**src/rtl/snn_mem_pkg.sv**
```systemverilog
// rtl/snn_mem_pkg.sv - shared widths, FSM states and saturating adder for the weight-memory client
package snn_mem_pkg;

   localparam int ADDR_W = 4;
   localparam int DW     = 8;

   typedef enum logic [2:0] {
      ST_IDLE,
      ST_RD_REQ,
      ST_RD_WAIT,
      ST_WB_REQ,
      ST_WB_WAIT,
      ST_RESP
   } state_t;

   // Sum in DW+1 bits; disagreeing top bits mean overflow, the top bit gives its direction.
   function automatic logic [DW-1:0] sat_add_s(input logic [DW-1:0] old_w,
                                                input logic [DW-1:0] delta);
      logic [DW:0] sum;
      sum = {old_w[DW-1], old_w} + {delta[DW-1], delta};
      if (sum[DW] != sum[DW-1])
         return sum[DW] ? {1'b1, {(DW-1){1'b0}}} : {1'b0, {(DW-1){1'b1}}};
      return sum[DW-1:0];
   endfunction

endpackage

```
**src/rtl/weight_rmw_client_if.sv**
```systemverilog
// rtl/weight_rmw_client_if.sv - weight-memory arbiter port: read and writeback channels
interface weight_rmw_client_if
   import snn_mem_pkg::*;
();

   logic              w_req;
   logic [ADDR_W-1:0] w_addr;
   logic              w_valid;
   logic [DW-1:0]     w_data;
   logic              wb_req;
   logic [ADDR_W-1:0] wb_addr;
   logic [DW-1:0]     wb_data;
   logic              wb_ack;

   modport master (
      output w_req, w_addr, wb_req, wb_addr, wb_data,
      input  w_valid, w_data, wb_ack
   );

   modport slave (
      input  w_req, w_addr, wb_req, wb_addr, wb_data,
      output w_valid, w_data, wb_ack
   );

endinterface

```
**src/rtl/weight_rmw_client.sv**
```systemverilog
// rtl/weight_rmw_client.sv - single-outstanding weight fetch / saturating read-modify-write engine
module weight_rmw_client
   import snn_mem_pkg::*;
#(
   parameter int TIMEOUT = 15
) (
   input  logic                 clk,
   input  logic                 rst_n,
   input  logic                 i_cmd_valid,
   output logic                 o_cmd_ready,
   input  logic                 i_cmd_rmw,
   input  logic [ADDR_W-1:0]    i_cmd_addr,
   input  logic [DW-1:0]        i_cmd_delta,
   output logic                 o_rsp_valid,
   output logic [DW-1:0]        o_rsp_data,
   output logic                 o_rsp_err,
   weight_rmw_client_if.master  mem_if
);

   localparam int              CNT_W    = $clog2(TIMEOUT + 1);
   localparam logic [CNT_W-1:0] CNT_LAST = CNT_W'(TIMEOUT - 1);

   state_t             r_state;
   logic               r_rmw;
   logic [DW-1:0]      r_delta;
   logic [CNT_W-1:0]   r_cnt;
   logic               r_cmd_ready;
   logic               r_rsp_valid;
   logic [DW-1:0]      r_rsp_data;
   logic               r_rsp_err;
   logic               r_w_req;
   logic [ADDR_W-1:0]  r_w_addr;
   logic               r_wb_req;
   logic [ADDR_W-1:0]  r_wb_addr;
   logic [DW-1:0]      r_wb_data;

   assign o_cmd_ready    = r_cmd_ready;
   assign o_rsp_valid    = r_rsp_valid;
   assign o_rsp_data     = r_rsp_data;
   assign o_rsp_err      = r_rsp_err;
   assign mem_if.w_req   = r_w_req;
   assign mem_if.w_addr  = r_w_addr;
   assign mem_if.wb_req  = r_wb_req;
   assign mem_if.wb_addr = r_wb_addr;
   assign mem_if.wb_data = r_wb_data;

   // Request and response strobes are set on the transition into their state so they are registered pulses.
   always_ff @(posedge clk or negedge rst_n) begin
      if (!rst_n) begin
         r_state     <= ST_IDLE;
         r_rmw       <= 1'b0;
         r_delta     <= '0;
         r_cnt       <= '0;
         r_cmd_ready <= 1'b1;
         r_rsp_valid <= 1'b0;
         r_rsp_data  <= '0;
         r_rsp_err   <= 1'b0;
         r_w_req     <= 1'b0;
         r_w_addr    <= '0;
         r_wb_req    <= 1'b0;
         r_wb_addr   <= '0;
         r_wb_data   <= '0;
      end else begin
         r_rsp_valid <= 1'b0;
         r_w_req     <= 1'b0;
         r_wb_req    <= 1'b0;
         case (r_state)
            ST_IDLE: begin
               if (i_cmd_valid) begin
                  r_rmw       <= i_cmd_rmw;
                  r_delta     <= i_cmd_delta;
                  r_w_addr    <= i_cmd_addr;
                  r_w_req     <= 1'b1;
                  r_cmd_ready <= 1'b0;
                  r_state     <= ST_RD_REQ;
               end
            end
            ST_RD_REQ: begin
               r_cnt   <= '0;
               r_state <= ST_RD_WAIT;
            end
            ST_RD_WAIT: begin
               if (mem_if.w_valid) begin
                  if (!r_rmw || r_delta == '0) begin
                     r_rsp_valid <= 1'b1;
                     r_rsp_data  <= mem_if.w_data;
                     r_rsp_err   <= 1'b0;
                     r_state     <= ST_RESP;
                  end else begin
                     r_wb_req  <= 1'b1;
                     r_wb_addr <= r_w_addr;
                     r_wb_data <= sat_add_s(mem_if.w_data, r_delta);
                     r_state   <= ST_WB_REQ;
                  end
               end else if (r_cnt == CNT_LAST) begin
                  r_rsp_valid <= 1'b1;
                  r_rsp_data  <= '0;
                  r_rsp_err   <= 1'b1;
                  r_state     <= ST_RESP;
               end else begin
                  r_cnt <= r_cnt + 1'b1;
               end
            end
            ST_WB_REQ: begin
               r_cnt   <= '0;
               r_state <= ST_WB_WAIT;
            end
            ST_WB_WAIT: begin
               if (mem_if.wb_ack) begin
                  r_rsp_valid <= 1'b1;
                  r_rsp_data  <= r_wb_data;
                  r_rsp_err   <= 1'b0;
                  r_state     <= ST_RESP;
               end else if (r_cnt == CNT_LAST) begin
                  r_rsp_valid <= 1'b1;
                  r_rsp_data  <= '0;
                  r_rsp_err   <= 1'b1;
                  r_state     <= ST_RESP;
               end else begin
                  r_cnt <= r_cnt + 1'b1;
               end
            end
            ST_RESP: begin
               r_cmd_ready <= 1'b1;
               r_state     <= ST_IDLE;
            end
            default: begin
               r_cmd_ready <= 1'b1;
               r_state     <= ST_IDLE;
            end
         endcase
      end
   end

endmodule

```
**src/flat_wrapper.sv**
```systemverilog
// flat-port wrapper written by rule: the top's interface ports become plain ports
module weight_rmw_client_flat import snn_mem_pkg::*;
#(
   parameter int TIMEOUT = 15
)
  (clk, rst_n, i_cmd_valid, o_cmd_ready, i_cmd_rmw, i_cmd_addr, i_cmd_delta, o_rsp_valid, o_rsp_data, o_rsp_err, mem_if_w_req, mem_if_w_addr, mem_if_wb_req, mem_if_wb_addr, mem_if_wb_data, mem_if_w_valid, mem_if_w_data, mem_if_wb_ack);
  weight_rmw_client_if mem_if_i ();
  input  logic clk;
  input  logic rst_n;
  input  logic i_cmd_valid;
  output logic o_cmd_ready;
  input  logic i_cmd_rmw;
  input  logic [ADDR_W-1:0] i_cmd_addr;
  input  logic [DW-1:0] i_cmd_delta;
  output logic o_rsp_valid;
  output logic [DW-1:0] o_rsp_data;
  output logic o_rsp_err;
  output wire logic [$bits(mem_if_i.w_req)-1:0] mem_if_w_req;
  output wire logic [$bits(mem_if_i.w_addr)-1:0] mem_if_w_addr;
  output wire logic [$bits(mem_if_i.wb_req)-1:0] mem_if_wb_req;
  output wire logic [$bits(mem_if_i.wb_addr)-1:0] mem_if_wb_addr;
  output wire logic [$bits(mem_if_i.wb_data)-1:0] mem_if_wb_data;
  input wire logic [$bits(mem_if_i.w_valid)-1:0] mem_if_w_valid;
  input wire logic [$bits(mem_if_i.w_data)-1:0] mem_if_w_data;
  input wire logic [$bits(mem_if_i.wb_ack)-1:0] mem_if_wb_ack;
  assign mem_if_w_req = mem_if_i.w_req;
  assign mem_if_w_addr = mem_if_i.w_addr;
  assign mem_if_wb_req = mem_if_i.wb_req;
  assign mem_if_wb_addr = mem_if_i.wb_addr;
  assign mem_if_wb_data = mem_if_i.wb_data;
  assign mem_if_i.w_valid = mem_if_w_valid;
  assign mem_if_i.w_data = mem_if_w_data;
  assign mem_if_i.wb_ack = mem_if_wb_ack;
  weight_rmw_client #(.TIMEOUT(TIMEOUT)) u_core (.clk(clk), .rst_n(rst_n), .i_cmd_valid(i_cmd_valid), .o_cmd_ready(o_cmd_ready), .i_cmd_rmw(i_cmd_rmw), .i_cmd_addr(i_cmd_addr), .i_cmd_delta(i_cmd_delta), .o_rsp_valid(o_rsp_valid), .o_rsp_data(o_rsp_data), .o_rsp_err(o_rsp_err), .mem_if(mem_if_i));
endmodule
```
**config.mk**
```make
export PLATFORM = sky130hd
export DESIGN_NAME = weight_rmw_client_flat
export DESIGN_NICKNAME = d
export VERILOG_FILES = /design/src/rtl/snn_mem_pkg.sv /design/src/rtl/weight_rmw_client_if.sv /design/src/rtl/weight_rmw_client.sv /design/src/flat_wrapper.sv
export SDC_FILE = /design/constraint.sdc
export NUM_CORES = 1
export LEC_CHECK = 0
export BUFFER_PORTS_ARGS = -buffer_cell sky130_fd_sc_hd__buf_2
export CAP_MARGIN = 15
export CORE_ASPECT_RATIO = 0.75
export CORE_UTILIZATION = 54
export CTS_CLUSTER_DIAMETER = 200
export CTS_CLUSTER_SIZE = 12
export DETAILED_ROUTE_END_ITERATION = 12
export GPL_TIMING_DRIVEN = 1
export PLACE_DENSITY_LB_ADDON = 0.15
export SETUP_SLACK_MARGIN = 0.4
export SYNTH_ARGS = -nofsm -noshare
export SYNTH_HDL_FRONTEND = slang
export SYNTH_SLANG_ARGS = --single-unit
```
**constraint.sdc**
```tcl
create_clock -name clk -period 2.25 [get_ports clk]
set_input_delay 0.3375 -clock clk [delete_from_list [all_inputs] [get_ports clk]]
set_output_delay 0.3375 -clock clk [all_outputs]
set_load 0.01 [all_outputs]
```
== Word-level counts from Yosys, hierarchy flattened ==
Cells that the tools add are included.
W data, S select, Z words.
Operators by class
  equal/unequal tests: 10
  muxes and demuxes: 39
  bitwise gates (word level): 2
  $add $sub $neg: 2
  reduce and logical (&&, ||, !) cells: 13
Operators with widths (count)
  $mux W8: 7
  $mux W1: 18
  $pmux W8 S2: 1
  $mux W3: 5
  $pmux W3 S5: 1
  $mux W4: 3
  $pmux W4 S3: 1
  $add A8 B8 Y9: 1
  $logic_not A8 Y1: 1
  $eq A3 B2 Y1 const B: 2
  $ne A2 B2 Y1 const B: 3
  $pmux W1 S2: 3
  $reduce_and A2 Y1: 3
  $reduce_and A3 Y1: 2
  $add A4 B1 Y4 const B: 1
  $eq A4 B4 Y1 const B: 1
  $reduce_or A4 Y1: 1
  $eq A3 B1 Y1 const B: 1
  $eq A3 B3 Y1 const B: 1
  $logic_not A3 Y1: 1
  $ne A3 B2 Y1 const B: 1
  $reduce_bool A3 Y1: 1
  $not A1 Y1: 2
  $reduce_bool A2 Y1: 1
  other kinds (4): 4
Storage, ports and cells
  input port bits: 26
  flip-flop bits (word level): 45
  output and inout bits: 29
  word-level logic and storage cells: 79

== Longest topological paths before layout ==
Gate-level depths: netlist (run 1).
  depth after elaboration: 7
  mapped depth: 9
  depth with buffers taken out: 8

== Least setup slack after synthesis (run 1) ==
Ideal clock, no wire load.
  kind: register to register
  start point: register u_core.r_delta[0]
  end point: register u_core.r_wb_data[0] (netlist: u_core.mem_if.wb_data[0])
  arrival: 1961 ps
  slack: 193 ps
  setup time: 95 ps
  clock period less this slack: 2057 ps
  data required time: 2155 ps
  path buffers: 1
  stages on the path, launching flop included: 10
  cells stage by stage: dfrtp_1 -> ha_1 -> inv_1 -> fa_1 -> nor2b_1 -> o211ai_1 -> a32oi_2 -> buf_4 -> a31oi_1 -> o31ai_1
On the way
  cells in the longest elaborated chain, start to end: 7
  elaborated cells between the ends (all ways): 13
  those cells by class: 1 x add/sub; 1 x eq/ne; 7 x mux; 1 x bitwise; 3 x reduce/logical
RTL lines
  start: declaration: line weight_rmw_client.sv:25  | logic [DW-1:0] r_delta;
  start signal: assignment: line weight_rmw_client.sv:71  | r_delta <= i_cmd_delta;
  $add A8 B8 Y9: line snn_mem_pkg.sv:20  | sum = {old_w[DW-1], old_w} + {delta[DW-1], delta};
  $ne A1 B1 Y1: line snn_mem_pkg.sv:21  | if (sum[DW] != sum[DW-1])
  $mux W1: line snn_mem_pkg.sv:21
  $mux W1: line weight_rmw_client.sv:84  | if (!r_rmw || r_delta == '0) begin
  $mux W1: line weight_rmw_client.sv:83  | if (mem_if.w_valid) begin
  $mux W1: line weight_rmw_client.sv:67  | case (r_state)
  $mux W8: line snn_mem_pkg.sv:23  | return sum[DW-1:0];
  end signal: assignment: line weight_rmw_client.sv:92  | r_wb_data <= sat_add_s(mem_if.w_data, r_delta);
  end: declaration: line weight_rmw_client.sv:35  | logic [DW-1:0] r_wb_data;
Several ways; a longest one is shown, not always the timed one. The select of a mux whose other input is x is not followed.
A chain may end at the register's enable or synchronous reset.

== Final worst setup path (run 1) ==
  start point: register u_core.r_delta[2]
  end point: register u_core.r_wb_data[3] (netlist: u_core.mem_if.wb_data[3])
The elaborated chain is that of the path after synthesis.

==> Flow_metrics.wiki, run 1 <==
{| class="wikitable"
! Metric !! Value
|-
| Met2 WL || 2.45 mm
|-
| Layout Area Growth over Synthesis || 27.2%
|-
| Ys Warns || 0
|-
| Via count of the first global-routing pass || around 1900
|-
| Number of storage elements in the synthesis netlist || 45
|-
| Critical R2R Launch || u_core.r_delta[2]$_DFFE_PN0P_
|-
| Startpoint kind of the worst setup timing path || register
|-
| Row count || 20
|-
| Logic depth of the worst register-to-register path || 8
|-
| Avg Inst Size Synth || 10.4 sq um
|-
| Number of H-tree levels || 2
|-
| Worst slew pin tran || 0.586 ns
|-
| TritonCTS clock tree || built
|-
| Placer congestion estimate || 0.853
|-
| Number of violations reported at the end of detailed-routing iteration 0 || approximately 120
|-
| Tightest Hold Check Type || in -> async
|-
| Clock Skew || 0.00494 ns
|-
| Antenna violations before repair || 0
|-
| Number of flops mapped to enable cells by yosys || 0
|-
| R2R setup slack || 0.25 ns
|-
| Final Routed Wirelength || 5.60 mm
|-
| Post-route insts no fill || 362
|-
| Count of endpoints failing setup in the final report || 0
|-
| All-Layer GR Usage || around a quarter
|-
| Fin Setup TNS || 0 ns
|-
| DR WL/cell || around 15 um
|-
| Global-route wire length before repair || around 8.8 mm
|-
| Count of buffering cells on the critical path with inverters included || 2
|-
| Port Buffers || 54
|-
| Met1 Routed Length || about 2.6 mm
|-
| Worst slew margin relative to its limit || 60.9%
|-
| Drt pass-1 iters || 4
|-
| Outcome || completed
|-
| Proportion of layout cells with a drive suffix above 1 || 41.0%
|-
| Grt ovf || 0
|-
| Maximum buffer depth of the clock tree || 2
|-
| Top achievable clock speed || 499 MHz
|-
| Routed wire length on met3 || 492 um
|-
| Cell total after placement || 343
|-
| Layout net count || 343
|-
| Post-Syn Instances || between 200 and 250
|-
| Crit path max fanout || 5
|-
| Kind of critical path || reg -> reg
|-
| Total die area || 0.00484 sq mm
|-
| Post-DRT Antenna Nets || 0
|-
| Endpoint arrival time on the critical path || 2.17 ns
|-
| Largest net degree at the start of global routing || 28
|-
| CORE AREA || between 0.004 and 0.005 sq mm
|-
| Clock-pin slew of the registers on the worst-case setup and hold paths || 0.08 ns
|-
| Share of the clock period used by the worst path || 89.1%
|-
| Cts bufs inserted || 5
|-
| Cell at the root of the clock tree || clkbuf_8
|-
| Routed vias/inst || 5.77
|-
| Max IR drop VDD || 0.817 mV
|-
| Clock period minus worst slack || 2.00 ns
|-
| Static Leak || between 1 and 1.5 nW
|-
| Die Wd || 80.0 um
|-
| Number of max-cap violations || 0
|-
| Cell Chain, Critical Path || ha_4 -> or2_2 -> o211ai_1 -> a32oi_2 -> buf_4 -> buf_6 -> nand3_1 -> o2111ai_2
|-
| Netlist area before placement || 0.00246 sq mm
|-
| FFs w/ async S/R, synth || 100%
|-
| Total inserted antenna cells || 0
|-
| Worst EP required || 2.42 ns
|-
| Sequential cell area fraction in the yosys report || 45.7%
|-
| Power density over cell area || 1450 mW/mm^2
|-
| Clock latency on the worst-skew pair || 0.29 ns
|-
| Count of final max-slew check failures || 0
|-
| Number of buffers inserted by hold repair at cts || 0
|-
| Top Family by Delay on Critical Path || compound AO/OA/AOI/OAI gates
|-
| Biggest cell delay along the critical path || 0.43 ns
|-
| Reg-to-Reg End || u_core.mem_if.wb_data[3]$_DFFE_PN0P_
|-
| DR vias || 2088
|-
| Critical Path Slowest Stage Cell || dfrtp_1
|-
| Setup repair after global routing missed its margin || true
|-
| Top layer reached by signal wires || met4
|-
| Number of hold violations in the final report || 0
|-
| CP endpoint kind || register
|-
| Effective utilization at floorplan || 58.6%
|-
| Commonest register cell after synthesis || dfrtp_1
|-
| Distinct cells, synth || 55
|-
| Mapped Nets || 273
|-
| Io pins || 55
|-
| Height of the die || 60.5 um
|-
| DRC violation count after routing || 0
|-
| Clock sink count || 45
|-
| Final HPWL DP || 4.05 mm
|}
## registers in the layout (all words and copies together) (netlist names)
register               cells
u_core.o_cmd_ready         1
u_core.mem_if.w_req        1
u_core.r_state             3
u_core.r_delta             8
u_core.mem_if.wb_req       1
u_core.mem_if.wb_data      8
u_core.mem_if.wb_addr      4
u_core.mem_if.w_addr       4
u_core.o_rsp_data          8
u_core.r_cnt               4
u_core.r_rmw               1
u_core.o_rsp_valid         1
u_core.o_rsp_err           1
## layout make-up
cell class,count,area [sq um]
multi-input combinational,170,1370
clock inverter,2,35.0
sequential,45,1130
timing repair buffer,71,409
fill,307,1070
clock buffer,6,72.6
inverter,13,48.8
tap,55,68.8
## cell usage in the layout, fill, tap and decap left out, types with 2 or more instances in the layout
| cell | n |
|---|---|
| buf_2 | 54 |
| dfrtp_1 | 44 |
| nand2_1 | 30 |
| buf_4 | 14 |
| inv_1 | 12 |
| mux2_2 | 12 |
| a22oi_1 | 8 |
| o2bb2ai_1 | 8 |
| a21oi_1 | 7 |
| nand3_1 | 6 |
| a31oi_1 | 6 |
| nand4_1 | 6 |
| nand2b_1 | 5 |
| ha_2 | 5 |
| clkbuf_8 | 5 |
| nor2_1 | 4 |
| o21ai_1 | 4 |
| o21ai_0 | 4 |
| o211ai_1 | 3 |
| and2_1 | 3 |
| o31ai_1 | 3 |
| nor3b_1 | 3 |
| ha_4 | 3 |
| buf_6 | 3 |
| nor4_1 | 2 |
| nor2_2 | 2 |
| a21oi_2 | 2 |
| or3_4 | 2 |
| or2_2 | 2 |
| xnor2_1 | 2 |
| o21ai_2 | 2 |
| a21o_1 | 2 |
| o21a_1 | 2 |
| nor4b_1 | 2 |
| ha_1 | 2 |
## cell usage after synthesis, types with 2 or more instances
cell / n / area, sq um
a21o_1: 2 / 15.0
a21oi_1: 8 / 40.0
a22oi_1: 9 / 67.6
a31oi_1: 7 / 43.8
and2_1: 3 / 18.8
buf_2: 3 / 15.0
buf_4: 3 / 22.5
buf_6: 2 / 22.5
dfrtp_1: 44 / 1100
ha_1: 10 / 125
inv_1: 13 / 48.8
mux2_2: 12 / 135
nand2_1: 30 / 113
nand2b_1: 5 / 31.3
nand3_1: 6 / 30.0
nand4_1: 6 / 37.5
nor2_1: 5 / 18.8
nor2b_1: 2 / 12.5
nor3b_1: 3 / 22.5
nor4_1: 3 / 18.8
nor4b_1: 2 / 17.5
o2111ai_1: 2 / 17.5
o211ai_1: 3 / 22.5
o21a_1: 2 / 15.0
o21ai_0: 8 / 40.0
o21ai_1: 2 / 10.0
o2bb2ai_1: 8 / 70.1
o31ai_1: 3 / 22.5
or2_2: 2 / 12.5
or3_1: 2 / 12.5
xnor2_1: 2 / 17.5
## layer usage
| layer | vias to the layer above | global-route usage (%) |
|---|---|---|
| met2 | 80 | 36.5 |
| met1 | 992 | 35.9 |
| met3 | 2 | 5.86 |
| met4 | 0 | 6.89 |
| met5 | - | 0 |
| li1 | 1014 | - |
## stage by stage
stage	worst slack, ns	instance area [sq um]	utilization [%]	power (mW)	hold WS, ns
3_3_place_gp	0.116	2810	66.8	3.47	0.371
6_report	0.246	3130	74.6	4.54	0.0383
2_1_floorplan	0.302	2480	-	2.97	0.0419
4_1_cts	0.293	2990	71.2	4.24	0.0530
3_5_place_dp	0.0700	2810	66.8	3.50	0.373
5_1_grt	0.172	3130	74.6	4.87	0.0782
## logic make-up after synthesis
| group | share of synthesized area [%] |
|---|---|
| adder cells (fa/ha/maj) | 5.89 |
| flip-flops | 45.7 |
| AO/OA/AOI/OAI | 19.6 |
| buffers and inverters | 4.57 |
| multiplexers | 5.89 |
| AND/OR/NAND/NOR | 17.2 |
| XOR/XNOR | 1.07 |
## power by group
| group | switching (mW) | internal [mW] | total (mW) |
|---|---|---|---|
| clock network | 0.259 | 0.330 | 0.588 |
| registers | 0.299 | 1.17 | 1.47 |
| logic | 1.29 | 1.20 | 2.48 |
| total | 1.84 | 2.69 | 4.54 |
## what timing repair did
| action | 4_1_cts | 5_1_grt |
|---|---|---|
| pin swaps | 5 | 5 |
| gates resized for setup | 11 | 21 |
| buffers inserted | 5 | 4 |
| gates cloned | 1 | 1 |
| setup endpoints to repair | 16 | 20 |
## worst max path at each step
stage | from | to | slack, ns | depth (start not counted)
finish | u_core.r_delta[2]$_DFFE_PN0P_ | u_core.mem_if.wb_data[3]$_DFFE_PN0P_ | 0.25 | 8
global route | u_core.r_delta[0]$_DFFE_PN0P_ | u_core.mem_if.wb_data[2]$_DFFE_PN0P_ | 0.17 | 9
floorplan | u_core.r_delta[0]$_DFFE_PN0P_ | u_core.mem_if.wb_data[0]$_DFFE_PN0P_ | 0.30 | 9
CTS | u_core.r_delta[0]$_DFFE_PN0P_ | u_core.mem_if.wb_data[2]$_DFFE_PN0P_ | 0.29 | 9
detailed placement | mem_if_w_data[0] | u_core.mem_if.wb_data[2]$_DFFE_PN0P_ | 0.07 | 10
global placement | mem_if_w_data[4] | u_core.mem_if.wb_data[2]$_DFFE_PN0P_ | 0.12 | 7
(Power assumes the default switching activity.)
==> run 2: changes to the inputs <==
GPL_TIMING_DRIVEN = 0   (was 1)
==> run 2 against run 1 <==
Net effect:
- setup slack worse by 0.080 ns
- via count fell by 0.19%
- wire length increased by 4.3%
- sequential power barely moved
- critical path type unchanged
- largest cell class unchanged
==> Flow_metrics.wiki, run 2 (synthesis results as in run 1) <==
{| class="wikitable"
! Metric !! Value
|-
| Grt ovf || 0
|-
| Number of buffers inserted by hold repair at cts || 0
|-
| Maximum buffer depth of the clock tree || 2
|-
| Most common library cell in the layout ignoring fill and taps || buf_2
|-
| Setup repair after global routing missed its margin || true
|-
| Proportion of layout cells with a drive suffix above 1 || 40.6%
|-
| Row count || 20
|-
| Port Buffers || 54
|-
| Placer congestion estimate || ~0.91
|-
| Worst slew pin tran || 0.954 ns
|-
| Cts bufs inserted || 5
|-
| DR vias || 2084
|-
| Number of H-tree levels || 2
|-
| Height of the die || just over 60 um
|-
| Top achievable clock speed || 480 MHz
|-
| Number of hold violations in the final report || 0
|-
| Worst slew margin relative to its limit || between 30 and 40%
|-
| Kind of critical path || reg -> reg
|-
| Worst EP required || between 2 and 2.5 ns
|-
| Via count of the first global-routing pass || about 1900
|-
| All-Layer GR Usage || approximately a quarter
|-
| Layout net count || 344
|-
| DRC violation count after routing || 0
|-
| Max IR drop VDD || 0.696 mV
|-
| Final HPWL DP || 4.24 mm
|-
| Post-route total power || 4.52 mW
|-
| Clock sink count || 45
|-
| Clock Skew || 0.00484 ns
|-
| Crit path max fanout || 9
|-
| Final Routed Wirelength || 5.84 mm
|-
| Number of violations reported at the end of detailed-routing iteration 0 || around 160
|-
| Endpoint arrival time on the critical path || 2.25 ns
|-
| Antenna violations before repair || 0
|-
| Effective utilization at floorplan || 58.6%
|-
| CP endpoint kind || register
|-
| Largest net degree at the start of global routing || 46
|-
| Clock latency on the worst-skew pair || 0.29 ns
|-
| Io pins || 55
|-
| Cell Chain, Critical Path || ha_1 -> buf_6 -> a21oi_2 -> o31ai_4 -> or3_1 -> buf_6 -> nand4_1 -> o2111ai_2
|-
| DR WL/cell || 16.1 um
|-
| CORE AREA || between 0.004 and 0.005 sq mm
|-
| Power density over cell area || 1450 mW/mm^2
|-
| Drt pass-1 iters || 4
|-
| Tightest hold margin || 0.185 ns
|-
| Clock period minus worst slack || between 2 and 2.5 ns
|-
| Die Wd || 80.0 um
|-
| Outcome || completed
|-
| Total die area || 0.00484 sq mm
|-
| Post-DRT Antenna Nets || 0
|-
| TritonCTS clock tree || built
|-
| Biggest cell delay along the critical path || 0.41 ns
|-
| Share of the clock period used by the worst path || 92.6%
|-
| Total inserted antenna cells || 0
|-
| Cell type with the highest occurrence count on the critical path || buf_6
|-
| Logic depth of the worst register-to-register path || 8
|-
| Count of final max-slew check failures || 0
|-
| Clock-pin slew of the registers on the worst-case setup and hold paths || 0.08 ns
|-
| R2R setup slack || 0.17 ns
|-
| Static Leak || 1.46 nW
|-
| Critical Path Slowest Stage Cell || dfrtp_1
|-
| Startpoint kind of the worst setup timing path || register
|-
| Commonest cells after routing, fill and taps aside || buf_2, dfrtp_1, nand2_1
|-
| Cell at the root of the clock tree || clkbuf_8
|-
| Tightest Hold Check Type || in -> async
|-
| Count of endpoints failing setup in the final report || 0
|-
| Global-route wire length before repair || 9.18 mm
|-
| Layout Area Growth over Synthesis || 26.8%
|-
| Number of max-cap violations || 0
|-
| Routed vias/inst || approximately 5.7
|}
run 2: worst paths after layout:
kind                                                         to                                  from
setup / recovery           u_core.mem_if.wb_data[3]$_DFFE_PN0P_         u_core.r_delta[4]$_DFFE_PN0P_
hold / removal                      u_core.r_cnt[1]$_DFFE_PN0P_                                 rst_n
setup reg to reg           u_core.mem_if.wb_data[3]$_DFFE_PN0P_         u_core.r_delta[4]$_DFFE_PN0P_
hold reg to reg            u_core.mem_if.wb_addr[1]$_DFFE_PN0P_  u_core.mem_if.wb_addr[1]$_DFFE_PN0P_
max in group asynchronous         u_core.r_delta[2]$_DFFE_PN0P_                                 rst_n
min in group clk                  u_core.r_delta[6]$_DFFE_PN0P_                        i_cmd_delta[6]
run 2: stage by stage:
step | area, sq um | utilization, % | cells | worst slack [ns] | TNS [ns]
6_report | 3120 | 74.3 | 363 | 0.166 | 0
5_1_grt | 3120 | 74.3 | 363 | 0.0951 | 0
4_1_cts | 3000 | 71.4 | 360 | 0.204 | 0
3_5_place_dp | 2820 | 67.1 | 345 | -0.00204 | -0.00204
3_3_place_gp | 2820 | 67.1 | 345 | 0.0577 | 0
2_1_floorplan | 2480 | - | 236 | 0.302 | 0
run 2: final cells by class:
type | instances | area, sq um
Buffer | 9 | 67.6
Clock buffer | 8 | 90.1
Fill cell | 309 | 1080
Inverter | 13 | 48.8
Multi-Input combinational cell | 169 | 1370
Sequential cell | 45 | 1130
Tap cell | 55 | 68.8
Timing Repair Buffer | 64 | 349
run 2: critical path: cells and delay by family, from the launching register on:
family / cells / cell delay (ns)
DFF: 1 / 0.41
AOI/OAI and AO/OA: 3 / 0.43
adders and majority gates: 1 / 0.30
buffers and inverters: 2 / 0.29
and+or+nand+nor: 2 / 0.52
run 2: timing repair:
item,in CTS,in global routing
gates resized for setup,9,20
setup buffers,7,3
pin swaps,6,12
setup endpoints to repair,24,32
run 2: power breakdown:
group	switching (mW)	internal, mW	total [mW]	leakage, nW
registers	0.269	1.17	1.44	0.560
clock network	0.256	0.251	0.507	0.0455
logic	1.38	1.19	2.57	0.850
run 2: routing by layer:
metal	GRT usage, %	vias up	routed length (um)
met2	40.8	72	2710
met4	5.87	0	57
met3	5.56	6	388
met5	0	-	0
met1	36.4	992	2680
li1	-	1014	-
==> run 3: changes to the inputs <==
ABC_AREA = 1   (was not set)
CORE_MARGIN = 2   (was not set)
==> run 3 against run 2 <==
Net effect:
- via count up 8.4%
- clock skew grew 0.0038 ns
- register-to-register slack gained 0.15 ns
- setup slack better by 0.15 ns
- sequential share of layout area up 0.59 points
- count of clock-buffer cells in the layout fell by 3
- first-iteration DRC count shrank 45%
- power down 7.9%
- wire length decreased by 2.9%
- fmax increased by 7.7%
- sequential power down 3%
- synthesized cell count is 36% higher
==> Flow_metrics.wiki, run 3 <==
{| class="wikitable"
! Metric !! Value
|-
| Placement-stage worst setup slack || 0.148 ns
|-
| Cell total after placement || 432
|-
| Static Leak || 1.72 nW
|-
| Most common library cell in the layout ignoring fill and taps || nand2_1
|-
| Number of buffers inserted by hold repair at cts || 0
|-
| Cell at the root of the clock tree || clkbuf_8
|-
| Number of H-tree levels || 2
|-
| CP endpoint kind || register
|-
| DR vias || roughly 2300
|-
| Number of hold violations in the final report || 0
|-
| Clock Skew || 0.00860 ns
|-
| Number of max-cap violations || 0
|-
| Switch share || 45.7%
|-
| Row count || 21
|-
| Clock sink count || 45
|-
| Worst slew pin tran || 0.992 ns
|-
| Utilization of the core after routing || between 60 and 70%
|-
| Max IR drop VDD || 0.675 mV
|-
| Total inserted antenna cells || 0
|-
| Routed vias/inst || 5.08
|-
| Proportion of netlist area held by the largest area contributor || 43.9%
|-
| Kind of critical path || reg -> reg
|-
| Cts bufs inserted || 5
|-
| Combinational cell fraction of total power || between 50% and 60%
|-
| Setup repair after global routing missed its margin || true
|-
| Area leader, netlist || dfrtp_1
|-
| Post-route total power || about 4.2 mW
|-
| FFs w/ async S/R, synth || 100%
|-
| Design internal power || about 2.3 mW
|-
| Outcome || completed
|-
| Final Routed Wirelength || 5.67 mm
|-
| Final Instance Area || 0.00307 sq mm
|-
| Portion of total power attributed to the clock network || approximately an eighth
|-
| Total die area || 0.00521 sq mm
|-
| Logic depth of the worst register-to-register path || 13
|-
| Most common cell in the synthesized netlist || nand2_1
|-
| Clock latency on the worst-skew pair || 0.30 ns
|-
| Commonest cells after routing, fill and taps aside || nand2_1, buf_2, inv_1
|-
| Commonest register cell after synthesis || dfrtp_1
|-
| Met2 Usage GRT || between 30% and 40%
|-
| Io pins || 55
|-
| Worst EP required || 2.49 ns
|-
| Most crowded layer after global routing || met2
|-
| Number of fillers in the final layout || approximately 410
|-
| Post-DRT Antenna Nets || 0
|-
| Post-route worst setup slack || 0.315 ns
|-
| Placer congestion estimate || approximately 0.86
|-
| Post-route insts no fill || about 450
|-
| Avg Inst Size Synth || 7.82 sq um
|-
| Clock period minus worst slack || 1.94 ns
|-
| Met3 demand-to-capacity share in global routing || 4.91%
|-
| DRC violation count after routing || 0
|-
| Worst slew margin relative to its limit || about a third
|-
| Proportion of layout cells with a drive suffix above 1 || 29.6%
|-
| Top achievable clock speed || 517 MHz
|-
| Final HPWL DP || 4.19 mm
|-
| Maximum buffer depth of the clock tree || 2
|-
| DR WL/cell || approximately 13 um
|-
| Mapped Nets || around 360
|-
| Crit path max fanout || 7
|-
| Sw Pwr || 1.90 mW
|-
| Layout Area Growth over Synthesis || 22.5%
|-
| Area post-placement || between 0.002 and 0.003 sq mm
|-
| Die Wd || around 83 um
|-
| Tightest hold margin || 0.191 ns
|-
| Netlist area before placement || 0.00251 sq mm
|-
| Port Buffers || 54
|-
| Number of violations reported at the end of detailed-routing iteration 0 || 86
|-
| TritonCTS clock tree || built
|-
| Distinct cells, synth || 36
|-
| Count of final max-slew check failures || 0
|-
| Effective utilization at floorplan || 56.2%
|-
| Global-route wire length before repair || 9.30 mm
|-
| Via count of the first global-routing pass || approximately 2100
|-
| Height of the die || 63.0 um
|-
| Global-route track usage on met1 || 34.3%
|-
| Startpoint kind of the worst setup timing path || register
|-
| Grt ovf || 0
|-
| CORE AREA || 0.00447 sq mm
|-
| R2R setup slack || 0.31 ns
|-
| Critical R2R Launch || u_core.r_delta[0]$_DFFE_PN0P_
|-
| Fin Setup TNS || 0 ns
|-
| Most used standard cells in the synthesized netlist || nand2_1, inv_1, dfrtp_1
|-
| Number of flops mapped to enable cells by yosys || 0
|-
| Tightest Hold Check Type || in -> async
|-
| Sequential cell area fraction in the yosys report || 44.9%
|-
| All-Layer GR Usage || 23.5%
|-
| Footprint of the multi-input gates || 0.00123 sq mm
|-
| Count of endpoints failing setup in the final report || 0
|-
| Number of storage elements in the synthesis netlist || 45
|-
| Leading cell types by total area after synthesis || dfrtp_1, nand2_1, nand3_1, inv_1, ha_1
|-
| Reg area || 0.00113 sq mm
|-
| Largest net degree at the start of global routing || 46
|-
| Reg-to-Reg End || u_core.mem_if.wb_data[6]$_DFFE_PN0P_
|-
| Clock-pin slew of the registers on the worst-case setup and hold paths || ~0.090 ns
|-
| Endpoint arrival time on the critical path || between 2 and 2.5 ns
|-
| Ys Warns || 0
|-
| Layout net count || 424
|-
| Post-Syn Instances || 321
|-
| Part of the power in registers || approximately 33%
|-
| Drt pass-1 iters || 4
|-
| Share of the clock period used by the worst path || 86.0%
|-
| Antenna violations before repair || 0
|-
| Power density over cell area || 1350 mW/mm^2
|}
[run 3: changes by cell type after synthesis, sizes merged, moves of 6 or more]
cell and delta:
nand3 +34, a31oi -7, o2bb2ai -8, o21ai +13, a22oi -9, mux2 -12, nor2 +6, inv +40
nand2 +64
[run 3: cell type report]
class | instances | share of cell area, %
sequential | 45 | 36.7
clock inverter | 3 | 0.692
tap | 57 | 2.32
clock buffer | 5 | 2.24
buffer | 6 | 1.22
inverter | 53 | 6.47
timing repair buffer | 59 | 10.4
multi-input combinational | 217 | 40.0
[run 3: worst max-delay path: stages (launching register included)]
cell	delay (ns)
dfrtp_1	0.39
ha_2	0.20
inv_2	0.05
fa_2	0.41
inv_2	0.07
nand2_2	0.04
nand2_2	0.08
nand3_4	0.09
nand2_2	0.08
nand2_2	0.05
nand2_2	0.10
a21oi_4	0.06
buf_12	0.14
a21oi_2	0.11
[run 3: logic make-up (layout without fill, tap and decap cells)]
kind of cell,Yosys count,count (layout),share of synthesized area [%]
buffers and inverters,59,126,9.42
AO/OA/AOI/OAI,42,42,9.52
flip-flops,45,45,44.9
adder cells (fa/ha/maj),11,11,5.78
XOR/XNOR,4,4,1.40
AND/OR/NAND/NOR,160,160,29.0
[run 3: what timing repair did]
item                                    CTS  global route
gates resized for setup                   8            16
pin swaps                                 3             9
gates cloned                              0             0
buffers inserted                          3             2
endpoints found under the setup margin    7            17
[run 3: worst max-delay path by stage]
stage                                                end  slack, ns                           from  depth (start not counted)
detailed placement  u_core.mem_if.wb_data[2]$_DFFE_PN0P_       0.15               mem_if_w_data[0]                         12
finish              u_core.mem_if.wb_data[6]$_DFFE_PN0P_       0.31  u_core.r_delta[0]$_DFFE_PN0P_                         13
global placement    u_core.mem_if.wb_data[2]$_DFFE_PN0P_       0.16               mem_if_w_data[0]                         12
floorplan           u_core.mem_if.wb_data[0]$_DFFE_PN0P_       0.50               mem_if_w_data[0]                         11
global route        u_core.mem_if.wb_data[6]$_DFFE_PN0P_       0.23  u_core.r_delta[0]$_DFFE_PN0P_                         13
CTS                 u_core.mem_if.wb_data[1]$_DFFE_PN0P_       0.40  u_core.r_delta[7]$_DFFE_PN0P_                          9
[run 3: power groups by stage]
stage	Clock, mW	Combinational [mW]	Sequential (mW)
5_1_grt	0.561	2.57	1.43
4_1_cts	0.523	2.12	1.39
3_5_place_dp	0	2.04	1.40
3_3_place_gp	0	1.99	1.39
6_report	0.509	2.26	1.39
2_1_floorplan	0	1.38	1.47
[run 3: layer usage]
layer,share of wire (%),vias up
li1,-,1153
met1,49,1043
met2,45,55
met3,4.8,8
met4,1.1,0
met5,0,-
